**config.mk**
```make
export PLATFORM = sky130hd
export DESIGN_NAME = fetch_prefetch_unit_flat
export DESIGN_NICKNAME = d
export VERILOG_FILES = /design/src/rtl/fetch_prefetch_unit_if.sv /design/src/rtl/fetch_prefetch_unit.sv /design/src/flat_wrapper.sv
export SDC_FILE = /design/constraint.sdc
export NUM_CORES = 1
export LEC_CHECK = 0
export CELL_PAD_IN_SITES_DETAIL_PLACEMENT = 1
export CELL_PAD_IN_SITES_GLOBAL_PLACEMENT = 1
export CORE_MARGIN = 1
export CORE_UTILIZATION = 48
export DETAILED_ROUTE_END_ITERATION = 12
export PLACE_DENSITY = 0.85
export RECOVER_POWER = 25
export SETUP_SLACK_MARGIN = 0.1
export SLEW_MARGIN = 30
export SYNTH_ARGS = -nofsm -noshare
export SYNTH_HDL_FRONTEND = slang
export SYNTH_SLANG_ARGS = --single-unit
```
**constraint.sdc**
```tcl
create_clock -name CLK -period 6.7 [get_ports CLK]
set_input_delay 1.34 -clock CLK [delete_from_list [all_inputs] [get_ports CLK]]
set_output_delay 1.34 -clock CLK [all_outputs]
set_load 0.01 [all_outputs]
```
**src/rtl/fetch_prefetch_unit_if.sv**
```systemverilog
// fetch_prefetch_unit_if: instruction-memory, redirect and output handshake bundle for the fetch unit
// master: the fetch unit (drives imem_req/imem_addr and the out_* stream)
// slave : the environment (memory returns imem_rdata, stage 3 drives redirect_*, stage 1 drives out_ready)
interface fetch_prefetch_unit_if #(
    parameter int DEPTH   = 4,
    parameter int IMEM_AW = 10
);
    localparam int CW = $clog2(DEPTH) + 1;
    logic               imem_req;
    logic [IMEM_AW-1:0] imem_addr;
    logic [15:0]        imem_rdata;
    logic               redirect_valid;
    logic [15:0]        redirect_pc;
    logic               out_valid;
    logic               out_ready;
    logic [15:0]        out_instruction;
    logic [15:0]        out_pc;
    logic [CW-1:0]      fifo_count;
    modport master (
        output imem_req, imem_addr, out_valid, out_instruction, out_pc, fifo_count,
        input  imem_rdata, redirect_valid, redirect_pc, out_ready
    );
    modport slave (
        input  imem_req, imem_addr, out_valid, out_instruction, out_pc, fifo_count,
        output imem_rdata, redirect_valid, redirect_pc, out_ready
    );
endinterface

```
**src/rtl/fetch_prefetch_unit.sv**
```systemverilog
// fetch_prefetch_unit: PC owner and prefetch FIFO feeding stage 1 of the 16-bit pipeline
// CLK : clock, rising edge
// RST : asynchronous active-low reset
// bus : fetch_prefetch_unit_if.master -- imem read port, redirect input, valid/ready output stream, occupancy
module fetch_prefetch_unit #(
    parameter int          DEPTH    = 4,
    parameter logic [15:0] RESET_PC = 16'h0000,
    parameter int          IMEM_AW  = 10
) (
    input logic                   CLK,
    input logic                   RST,
    fetch_prefetch_unit_if.master bus
);
    localparam int PW = $clog2(DEPTH);
    localparam int CW = PW + 1;
    logic [15:0]   pc;
    logic [15:0]   inflight_pc;
    logic          inflight;
    logic [PW-1:0] rd_ptr;
    logic [PW-1:0] wr_ptr;
    logic [CW-1:0] count;
    logic [15:0]   fifo_instr [DEPTH];
    logic [15:0]   fifo_pc    [DEPTH];
    logic          issue;
    logic          push;
    logic          pop;
    logic          not_empty;
    // Issue counts the in-flight read as occupied and ignores a same-cycle pop,
    // so the response always has a free slot when it lands.
    always_comb begin
        not_empty = count != '0;
        issue     = RST && !bus.redirect_valid && ((count + CW'(inflight)) < CW'(DEPTH));
        push      = inflight && !bus.redirect_valid;
        pop       = not_empty && bus.out_ready;
    end
    assign bus.imem_req        = issue;
    assign bus.imem_addr       = pc[IMEM_AW-1:0];
    assign bus.out_valid       = not_empty;
    assign bus.fifo_count      = count;
    assign bus.out_instruction = not_empty ? fifo_instr[rd_ptr] : 16'h0000;
    assign bus.out_pc          = not_empty ? fifo_pc[rd_ptr] : 16'h0000;
    always_ff @(posedge CLK or negedge RST) begin
        if (!RST) begin
            pc          <= RESET_PC;
            inflight    <= 1'b0;
            inflight_pc <= 16'h0000;
            rd_ptr      <= '0;
            wr_ptr      <= '0;
            count       <= '0;
        end else if (bus.redirect_valid) begin
            pc       <= bus.redirect_pc;
            inflight <= 1'b0;
            rd_ptr   <= '0;
            wr_ptr   <= '0;
            count    <= '0;
        end else begin
            pc          <= issue ? pc + 16'd1 : pc;
            inflight    <= issue;
            inflight_pc <= issue ? pc : inflight_pc;
            rd_ptr      <= pop ? rd_ptr + PW'(1) : rd_ptr;
            wr_ptr      <= push ? wr_ptr + PW'(1) : wr_ptr;
            count       <= count + CW'(push) - CW'(pop);
        end
    end
    // Payload storage needs no reset: it is only observed through count.
    always_ff @(posedge CLK) begin
        if (push) begin
            fifo_instr[wr_ptr] <= bus.imem_rdata;
            fifo_pc[wr_ptr]    <= inflight_pc;
        end
    end
endmodule

```
**src/flat_wrapper.sv**
```systemverilog
// flat-port wrapper written by rule: the top's interface ports become plain ports
module fetch_prefetch_unit_flat 
#(
    parameter int          DEPTH    = 4,
    parameter logic [15:0] RESET_PC = 16'h0000,
    parameter int          IMEM_AW  = 10
)
  (CLK, RST, bus_imem_req, bus_imem_addr, bus_out_valid, bus_out_instruction, bus_out_pc, bus_fifo_count, bus_imem_rdata, bus_redirect_valid, bus_redirect_pc, bus_out_ready);
  fetch_prefetch_unit_if #(.DEPTH(DEPTH), .IMEM_AW(IMEM_AW)) bus_i ();
  input logic CLK;
  input logic RST;
  output wire logic [$bits(bus_i.imem_req)-1:0] bus_imem_req;
  output wire logic [$bits(bus_i.imem_addr)-1:0] bus_imem_addr;
  output wire logic [$bits(bus_i.out_valid)-1:0] bus_out_valid;
  output wire logic [$bits(bus_i.out_instruction)-1:0] bus_out_instruction;
  output wire logic [$bits(bus_i.out_pc)-1:0] bus_out_pc;
  output wire logic [$bits(bus_i.fifo_count)-1:0] bus_fifo_count;
  input wire logic [$bits(bus_i.imem_rdata)-1:0] bus_imem_rdata;
  input wire logic [$bits(bus_i.redirect_valid)-1:0] bus_redirect_valid;
  input wire logic [$bits(bus_i.redirect_pc)-1:0] bus_redirect_pc;
  input wire logic [$bits(bus_i.out_ready)-1:0] bus_out_ready;
  assign bus_imem_req = bus_i.imem_req;
  assign bus_imem_addr = bus_i.imem_addr;
  assign bus_out_valid = bus_i.out_valid;
  assign bus_out_instruction = bus_i.out_instruction;
  assign bus_out_pc = bus_i.out_pc;
  assign bus_fifo_count = bus_i.fifo_count;
  assign bus_i.imem_rdata = bus_imem_rdata;
  assign bus_i.redirect_valid = bus_redirect_valid;
  assign bus_i.redirect_pc = bus_redirect_pc;
  assign bus_i.out_ready = bus_out_ready;
  fetch_prefetch_unit #(.DEPTH(DEPTH), .RESET_PC(RESET_PC), .IMEM_AW(IMEM_AW)) u_core (.CLK(CLK), .RST(RST), .bus(bus_i));
endmodule
```
==> results_dict.tcl, run 1 <==
set metrics [dict create \
    p_clk_share_pct 30.0 \
    cp_num_buf_inv 5 \
    cts_made_buffers 17 \
    drive_above_1_share_pct 19.2 \
    dieArea_mm2 0.0150 \
    min_period_ns 4.57 \
    gr-total-overflow 0 \
    endpoint_kind "primary output" \
    io_pins 83 \
    drv_cap 0 \
    vias 3917 \
    arrival_ns 3.23 \
    antenna_left 0 \
    yosysMostFrequentCell "edfxtp_1" \
    min_path_type "reg2reg" \
    final.period_utilization_pct 68.2 \
    async_reset_ff_share_pct 23.8 \
    slew_violations 0 \
    clk_latency_ns 0.42 \
    htree_levels 4 \
    tightest_slew_ns 0.926 \
    syn_to_final_growth_pct 21.6 \
    synth_area_mm2 0.00696 \
    peakVddDrop_v 0.000239 \
    clock_path_buffers 2 \
    yosys_warnings 0 \
    finalHoldViolCount 0 \
    placementRows 43 \
    gp_congestion 0.801 \
    timing.fmax_ghz 0.219 \
    initial_core_util_pct 49.8 \
    totalWireLength_mm 14.9 \
    drt_drc_violations_left 0 \
    critical_path.cell_chain "clkdlybuf4s50_1 -> buf_4 -> inv_1 -> o211ai_1 -> inv_1 -> clkdlybuf4s50_1" \
    fp.dieW_um 122 \
    dp_worst_setup_slack_ns 2.18 \
    outcome "complete, no violations" \
    grt_setup_unrepaired "false" \
    grt_pass1_wl_mm 23.5 \
    viasPerCell 5.77 \
    antenna_found_initial 0 \
    diodes 0 \
    dr.first_iter.drc_count 286 \
    fp.dieH_um 122 \
    grt_pass1_vias 4238 \
    synth-main-ff-cell "edfxtp_1" \
    cpLargestDelayFamily "buffers and inverters" \
    dp_hpwl_mm 8.95 \
    power.internal_w 0.00234 \
    cts_resized 0 \
    track_usage_pct 21.8 \
    startpoint_type "input pin" \
    critPathMaxStageDelay_ns 0.54 \
    synth_cells 412 \
    slew_headroom_pct 38.2 \
    cts.sinks 168 \
    portBuffers 82 \
    fin_nets 530 \
    fin_ws_ns 2.13 \
    clk_pin_slew_ns 0.06 \
    synth_cell_types 36 \
    finClkSkew_ns 0.00696 \
    switchingPower_w 0.000897 \
    leakagePower_nw 2.91 \
    pwr-share-comb_pct 27.6 \
    grt_max_degree 47 \
    root_buffer "clkbuf_16" \
    cts_tree "built" \
    path_class "in2out" \
    pwr-share-seq_pct 42.3 \
    synthTopCellsByCount "edfxtp_1, dfrtp_1, and2_1, mux4_2, nand2_1" \
    yosys-top-cells-area "edfxtp_1, dfrtp_1, mux4_2" \
    slowest_stage "clkdlybuf4s50_1" \
    place_area_mm2 0.00788 \
    drtPass1Iterations 4 \
    synth.avg_cell_area_um2 16.9 \
    setup_tns_ns 0 \
    ys_seq_area_share_pct 69.6 \
    synth-edff-count 128 \
    hold_buffers 0 \
    synth_top_area_cell "edfxtp_1" \
    design_area_mm2 0.00847 \
    swShare_pct 27.7 \
    finish.utilization_pct 60.5 \
    wl_per_cell_um 22.0 \
    synth-seq-cells 168 \
    cts_setup_buffers 0 \
    critical_path.max_fanout 35 \
    core-area_mm2 0.0140 \
    syn_nets 456 \
    p_per_area_mw_per_mm2 383 \
    setup_viol 0 \
    critPathRequiredTime_ns 5.36 \
    yosysTopAreaCellShare_pct 55.2 \
]
-- final cells by class --
type	instances	area (um^2)
Inverter	10	37.5
Timing Repair Buffer	87	853
Fill cell	1302	5520
Tap cell	180	225
Sequential cell	168	4850
Multi-Input combinational cell	202	1910
Clock inverter	12	153
Clock buffer	20	437
-- through the flow --
stage               instances  total power, W  hold slack [ns]
floorplan                 412         0.00186            0.471
global placement          647         0.00225            0.486
detailed placement        647         0.00230            0.510
CTS                       679         0.00328            0.522
global route              679         0.00338            0.544
finish                    679         0.00324            0.520
-- routing by layer --
layer	track usage, %	wire [um]	share of wire [%]	vias to the layer above
met5	0	0	0	-
met4	7.93	253	1.7	0
met3	4.69	496	3.3	24
met2	37.5	7830	52	133
met1	27.2	6360	43	2029
li1	-	-	-	1731
-- kinds of logic after synthesis --
family,synth area share (%)
flops,69.6
simple gates,8.59
fa+ha+maj,1.55
xor+xnor,0.881
compound gates,3.49
mux,12.9
buf+inv,3.00
-- path summary, 6_finish.rpt --
path                                                    start                                  to  slack (ns)  cells past startpoint
setup / recovery                           bus_redirect_valid                        bus_imem_req        2.13                      6
hold / removal             u_core.inflight_pc[15]$_DFFE_PN0P_     u_core.fifo_pc[0][15]$_DFFE_PP_        0.52                      0
setup reg to reg           u_core.bus.fifo_count[1]$_DFF_PN0_  u_core.bus.fifo_count[2]$_DFF_PN0_        3.87                      9
hold reg to reg            u_core.inflight_pc[15]$_DFFE_PN0P_     u_core.fifo_pc[0][15]$_DFFE_PP_        0.52                      0
max in group asynchronous                                 RST        u_core.rd_ptr[0]$_DFFE_PN0P_        5.25                      2
min in group asynchronous                                 RST   u_core.inflight_pc[8]$_DFFE_PN0P_        1.02                      2
-- placed cells by master (no fill, tap or decap), types with 2 or more instances in the layout --
cell	synthesis	final
a31oi_1	4	4
and2_1	38	34
and2_2	0	4
and3_1	2	2
and4_1	3	3
buf_4	11	5
bufinv_16	0	3
clkbuf_1	13	3
clkbuf_16	0	17
clkdlybuf4s50_1	0	81
clkinv_2	0	3
clkinv_4	0	2
clkinvlp_4	0	4
dfrtp_1	40	39
edfxtp_1	128	128
ha_1	7	7
inv_1	10	10
mux2_2	14	14
mux2i_1	2	2
mux4_2	32	32
nand2_1	19	19
nand3_1	9	9
nand4_1	8	8
nor2_1	11	11
nor2b_1	2	2
o21ai_0	7	7
o311ai_0	14	14
o31a_1	2	2
o31ai_1	2	2
or2_2	7	7
or4_1	3	3
xnor2_1	4	4
xor2_1	3	3
-- flip-flops by register name, indices dropped and copies added, names as in the netlist --
register and count:
u_core.inflight_pc 16, u_core.rd_ptr 2, u_core.fifo_instr 64, u_core.inflight 1, u_core.wr_ptr 2, u_core.pc 16
u_core.bus.fifo_count 3, u_core.fifo_pc 64
-- power by group through the flow --
| stage | clock (W) | combinational, W | sequential [W] |
|---|---|---|---|
| global route | 0.00102 | 0.000976 | 0.00139 |
| detailed placement | 0 | 0.000907 | 0.00139 |
| floorplan | 0 | 0.000529 | 0.00133 |
| CTS | 0.000985 | 0.000917 | 0.00137 |
| finish | 0.000973 | 0.000896 | 0.00137 |
| global placement | 0 | 0.000882 | 0.00137 |
(Power assumes the default switching activity.)
==> run 2: changes to the inputs <==
--- a/config.mk
+++ b/config.mk
@@ -8,9 +8,9 @@
 export CELL_PAD_IN_SITES_DETAIL_PLACEMENT = 1
 export CELL_PAD_IN_SITES_GLOBAL_PLACEMENT = 1
 export CORE_MARGIN = 1
-export CORE_UTILIZATION = 48
+export CORE_UTILIZATION = 43
 export DETAILED_ROUTE_END_ITERATION = 12
-export PLACE_DENSITY = 0.85
+export PLACE_DENSITY = 0.8
 export RECOVER_POWER = 25
 export SETUP_SLACK_MARGIN = 0.1
 export SLEW_MARGIN = 30
==> constraint.sdc (replaced) <==
create_clock -name CLK -period 4.15 [get_ports CLK]
set_input_delay 0.83 -clock CLK [delete_from_list [all_inputs] [get_ports CLK]]
set_output_delay 0.83 -clock CLK [all_outputs]
set_load 0.01 [all_outputs]
==> results_dict.tcl, run 2 (same netlist as run 1, synthesis figures left out) <==
set metrics [dict create \
    grt-busiest-layer "met2" \
    syn_to_final_growth_pct 22.3 \
    clk_pin_slew_ns 0.06 \
    finClkSkew_ns 0.00883 \
    final.period_utilization_pct 82.4 \
    drive_above_1_share_pct 18.6 \
    setup_tns_ns 0 \
    startpoint_type "flip-flop" \
    viasPerCell 5.37 \
    r2r_end "u_core.bus.fifo_count[2]$_DFF_PN0_" \
    pwr-share-comb_pct 27.9 \
    fp.dieH_um 129 \
    pwr-share-seq_pct 43.1 \
    gp_congestion 0.803 \
    grt_setup_unrepaired "false" \
    gr-total-overflow 0 \
    grt_pass1_wl_mm 22.8 \
    fin_nets 531 \
    fp.dieW_um 129 \
    endpoint_kind "primary output" \
    initial_core_util_pct 44.0 \
    antenna_left 0 \
    outcome "complete, no violations" \
    dp_hpwl_mm 8.99 \
    cts_made_buffers 17 \
    worstRegToRegCells 9 \
    dr.first_iter.drc_count 197 \
    clk_latency_ns 0.43 \
    cts_resized 0 \
    grtUsageMet1_pct 23.8 \
    timing.fmax_ghz 0.292 \
    clock_path_buffers 2 \
    root_buffer "clkbuf_16" \
    r2r_start "u_core.bus.fifo_count[1]$_DFF_PN0_" \
    crit_end "bus_out_pc[13]" \
    met3_usage_pct 4.67 \
    swShare_pct 27.7 \
    leakagePower_nw 2.91 \
    cts_tree "built" \
    critPathRequiredTime_ns 3.32 \
    use_met2_pct 31.9 \
    core-area_mm2 0.0158 \
    p_clk_share_pct 29.0 \
    largest_registers "u_core.fifo_instr: 64 flops, u_core.fifo_pc: 64 flops" \
    critical_path.max_fanout 14 \
    dieArea_mm2 0.0167 \
    grt_pass1_vias 4162 \
    vias 3848 \
    p_per_area_mw_per_mm2 606 \
    critical_path.startpoint "u_core.rd_ptr[0]$_DFFE_PN0P_" \
    placementRows 46 \
    track_usage_pct 19.0 \
    cts_setup_buffers 0 \
    grt_max_degree 36 \
    drtPass1Iterations 4 \
    portBuffers 82 \
    finalHoldViolCount 0 \
    cts.sinks 168 \
    path_class "reg2out" \
    setup_viol 0 \
    tightest_slew_ns 0.893 \
    slew_headroom_pct 40.4 \
    layout_commonest_cell "edfxtp_1" \
    peakVddDrop_v 0.000292 \
    io_pins 83 \
    reg2reg_setup_slack_ns 1.35 \
    antenna_found_initial 0 \
    drv_cap 0 \
    slew_violations 0 \
    arrival_ns 2.59 \
    power.internal_w 0.00373 \
    min_path_type "in2async" \
    finish.utilization_pct 53.8 \
    min_period_ns 3.42 \
    layout_common_cells "edfxtp_1, clkdlybuf4s50_1, dfrtp_1, and2_1, mux4_2" \
    drt_drc_violations_left 0 \
    htree_levels 4 \
    hold_buffers 0 \
    diodes 0 \
    wl_per_cell_um 19.8 \
    switchingPower_w 0.00143 \
    totalWireLength_mm 14.2 \
]
==> run 2: cell count changes in the layout (fill, tap and decap cells not counted), sizes merged <==
cell / change
clkdlybuf4s50: -1
bufinv: -1
clkbuf: -1
clkinv: +5
dlygate4sd3: +1
clkinvlp: -2
==> run 2: power by group through the flow <==
stage	combinational, W	clock (W)	sequential (W)
after global routing	0.00157	0.00159	0.00226
final	0.00144	0.00150	0.00222
after floorplan	0.000854	0	0.00215
after detailed placement	0.00146	0	0.00226
after CTS	0.00148	0.00153	0.00223
after global placement	0.00142	0	0.00224
==> run 2: per-stage QoR <==
step / area, um^2 / hold slack [ns] / cells / power [W] / setup WS, ns
final: 8520 / 0.467 / 716 / 0.00516 / 0.731
after global routing: 8520 / 0.512 / 716 / 0.00541 / 0.552
after CTS: 8520 / 0.280 / 716 / 0.00523 / 0.648
after detailed placement: 7950 / 0.509 / 684 / 0.00372 / 0.919
after global placement: 7950 / 0.487 / 684 / 0.00366 / 0.944
after floorplan: 6960 / 0.471 / 412 / 0.00300 / 1.71
==> run 2: how the worst min path moves through the flow <==
| stage | depth (start not counted) | slack (ns) | to | start |
|---|---|---|---|---|
| finish | 1 | 0.47 | u_core.pc[3]$_DFFE_PN0P_ | RST |
| global route | 1 | 0.51 | u_core.pc[6]$_DFFE_PN0P_ | RST |
| CTS | 1 | 0.28 | u_core.pc[3]$_DFFE_PN0P_ | RST |
| detailed placement | 0 | 0.51 | u_core.fifo_pc[3][5]$_DFFE_PP_ | u_core.inflight_pc[5]$_DFFE_PN0P_ |
| global placement | 0 | 0.49 | u_core.fifo_pc[2][2]$_DFFE_PP_ | u_core.inflight_pc[2]$_DFFE_PN0P_ |
| floorplan | 0 | 0.47 | u_core.fifo_pc[0][0]$_DFFE_PP_ | u_core.inflight_pc[0]$_DFFE_PN0P_ |
==> run 2: cell type report <==
| type | instances | area (um^2) |
|---|---|---|
| clock inverters | 14 | 134 |
| inverters | 10 | 37.5 |
| clock buffers | 18 | 429 |
| fillers | 1486 | 7310 |
| repair buffers | 88 | 885 |
| flip-flops and latches | 168 | 4850 |
| multi-input cells | 202 | 1910 |
| well taps | 216 | 270 |
==> run 2: worst max-delay path, cell delays in order (launching register included) <==
cell             delay, ns
dfrtp_2               0.68
buf_4                 0.31
mux4_2                0.54
and2_1                0.17
clkdlybuf4s50_1       0.47
==> run 2: metal layers <==
| layer | vias up | routed length [um] | share of wire, % |
|---|---|---|---|
| met2 | 101 | 7350 | 52 |
| li1 | 1734 | - | - |
| met4 | 0 | 144 | 1.0 |
| met1 | 2003 | 6140 | 43 |
| met3 | 10 | 577 | 4.1 |
| met5 | - | 0 | 0 |
==> run 3: changes to the inputs <==
--- a/config.mk
+++ b/config.mk
@@ -8,9 +8,9 @@
 export CELL_PAD_IN_SITES_DETAIL_PLACEMENT = 1
 export CELL_PAD_IN_SITES_GLOBAL_PLACEMENT = 1
 export CORE_MARGIN = 1
-export CORE_UTILIZATION = 43
+export CORE_UTILIZATION = 47
 export DETAILED_ROUTE_END_ITERATION = 12
-export PLACE_DENSITY = 0.8
+export PLACE_DENSITY = 0.83
 export RECOVER_POWER = 25
 export SETUP_SLACK_MARGIN = 0.1
 export SLEW_MARGIN = 30
==> constraint.sdc (replaced) <==
create_clock -name CLK -period 3.3 [get_ports CLK]
set_input_delay 0.66 -clock CLK [delete_from_list [all_inputs] [get_ports CLK]]
set_output_delay 0.66 -clock CLK [all_outputs]
set_load 0.01 [all_outputs]
==> results_dict.tcl, run 3 (same netlist as run 1, synthesis figures left out) <==
set metrics [dict create \
    grt_pass1_vias 4219 \
    setup_tns_ns 0 \
    pwr-share-comb_pct 29.2 \
    placementRows 44 \
    fillCellCount 1328 \
    clk_latency_ns 0.42 \
    grt_setup_unrepaired "false" \
    fp.dieH_um 124 \
    finClkSkew_ns 0.0110 \
    finalHoldViolCount 0 \
    min_period_ns 3.05 \
    min_path_type "in2async" \
    fin_nets 539 \
    drt_drc_violations_left 0 \
    cts.sinks 168 \
    dp_hpwl_mm 9.52 \
    reg2reg_setup_slack_ns 0.77 \
    dieArea_mm2 0.0153 \
    pwr-share-seq_pct 42.4 \
    path_class "reg2out" \
    r2r_start "u_core.bus.fifo_count[1]$_DFF_PN0_" \
    initial_core_util_pct 48.1 \
    worstRegToRegCells 9 \
    antenna_found_initial 0 \
    layout_common_cells "edfxtp_1, clkdlybuf4s50_1, dfrtp_1, and2_1, mux4_2" \
    track_usage_pct 21.6 \
    fp.dieW_um 124 \
    whs_ns 0.223 \
    power.internal_w 0.00477 \
    layout_commonest_cell "edfxtp_1" \
    slew_violations 37 \
    grt_max_degree 37 \
    core-area_mm2 0.0145 \
    cts_tree "built" \
    dr.first_iter.drc_count 363 \
    clk_pin_slew_ns 0.06 \
    htree_levels 4 \
    timing.fmax_ghz 0.327 \
    drtPass1Iterations 6 \
    gp_congestion 0.824 \
    outcome "finished with violations" \
    p_clk_share_pct 28.5 \
    drive_above_1_share_pct 20.3 \
    critPathRequiredTime_ns 2.64 \
    critical_path.max_fanout 15 \
    endpoint_kind "primary output" \
    syn_to_final_growth_pct 22.8 \
    failed_checks "max-capacitance violations, max-slew violations" \
    peakVddDrop_v 0.000352 \
    gr-total-overflow 0 \
    clock_path_buffers 2 \
    setup_viol 0 \
    slew_headroom_pct -34.3 \
    drv_cap 1 \
    tightest_slew_ns 2.01 \
    grt_pass1_wl_mm 23.4 \
    largest_registers "u_core.fifo_instr: 64 flops, u_core.fifo_pc: 64 flops" \
    r2r_end "u_core.bus.fifo_count[2]$_DFF_PN0_" \
    antenna_left 0 \
    vias 3929 \
    p_per_area_mw_per_mm2 770 \
    startpoint_type "flip-flop" \
    final.period_utilization_pct 92.5 \
    totalWireLength_mm 15.0 \
    switchingPower_w 0.00181 \
    io_pins 83 \
    leakagePower_nw 2.96 \
    diodes 0 \
    root_buffer "clkbuf_16" \
    portBuffers 82 \
    wl_per_cell_um 21.7 \
    viasPerCell 5.68 \
    swShare_pct 27.5 \
    arrival_ns 2.39 \
    cts_made_buffers 17 \
]
## run 3: cell count changes in the layout (fill, tap and decap cells not counted), sizes merged
cell / change
buf: +7
bufinv: -1
clkbuf: +6
clkdlybuf4s50: -1
clkinv: -3
clkinvlp: -1
dlygate4sd3: +1
## run 3: worst max-delay path by stage
stage | from | end | slack (ns) | cells past startpoint
2_1_floorplan | u_core.bus.fifo_count[1]$_DFF_PN0_ | u_core.bus.fifo_count[2]$_DFF_PN0_ | 0.99 | 10
3_3_place_gp | u_core.bus.fifo_count[1]$_DFF_PN0_ | bus_out_instruction[13] | 0.56 | 4
4_1_cts | u_core.rd_ptr[0]$_DFFE_PN0P_ | bus_out_pc[11] | 0.12 | 4
5_1_grt | RST | u_core.rd_ptr[0]$_DFFE_PN0P_ | 0.08 | 2
6_report | u_core.rd_ptr[0]$_DFFE_PN0P_ | bus_out_pc[11] | 0.25 | 4
3_5_place_dp | u_core.bus.fifo_count[1]$_DFF_PN0_ | u_core.bus.fifo_count[2]$_DFF_PN0_ | 0.41 | 9
## run 3: power by group through the flow
stage / Sequential (W) / Combinational (W) / Clock, W
after floorplan: 0.00270 / 0.00107 / 0
after CTS: 0.00279 / 0.00196 / 0.00190
final: 0.00279 / 0.00192 / 0.00187
after global placement: 0.00279 / 0.00186 / 0
after detailed placement: 0.00283 / 0.00194 / 0
after global routing: 0.00282 / 0.00209 / 0.00198
## run 3: layer usage
| metal | up-vias | track usage, % | routed length, um |
|---|---|---|---|
| met3 | 19 | 5.68 | 807 |
| met5 | - | 0 | 0 |
| met1 | 2042 | 26.5 | 6070 |
| met2 | 121 | 36.7 | 7860 |
| met4 | 0 | 7.91 | 268 |
| li1 | 1747 | - | - |
## run 3: area by class of cell
type,count,area (um^2),area share (%)
flip-flops and latches,168,4850,56.7
well taps,184,230,2.69
inverters,10,37.5,0.439
clock inverters,9,72.6,0.849
clock buffers,23,489,5.72
multi-input cells,202,1920,22.4
repair buffers,96,953,11.2
## run 3: critical path, cell delays in order (launching register included)
cell,delay [ns]
dfrtp_4,0.57
buf_12,0.22
mux4_2,0.53
and2_1,0.18
clkdlybuf4s50_1,0.47
## run 3: timing repair
item,CTS,global route
hold buffers,0,0
endpoints found under the setup margin,11,16
buffers inserted,0,0
cloned,0,0
gates resized for setup,2,1
## run 3: through the flow
step / instance area, um^2 / power (W) / util [%] / setup slack, ns / cells
finish: 8550 / 0.00658 / 59.0 / 0.246 / 692
global route: 8550 / 0.00690 / 59.0 / 0.0767 / 692
CTS: 8550 / 0.00666 / 59.1 / 0.122 / 692
detailed placement: 7990 / 0.00476 / 55.2 / 0.414 / 660
global placement: 7990 / 0.00465 / 55.2 / 0.558 / 660
floorplan: 6960 / 0.00378 / - / 0.985 / 412
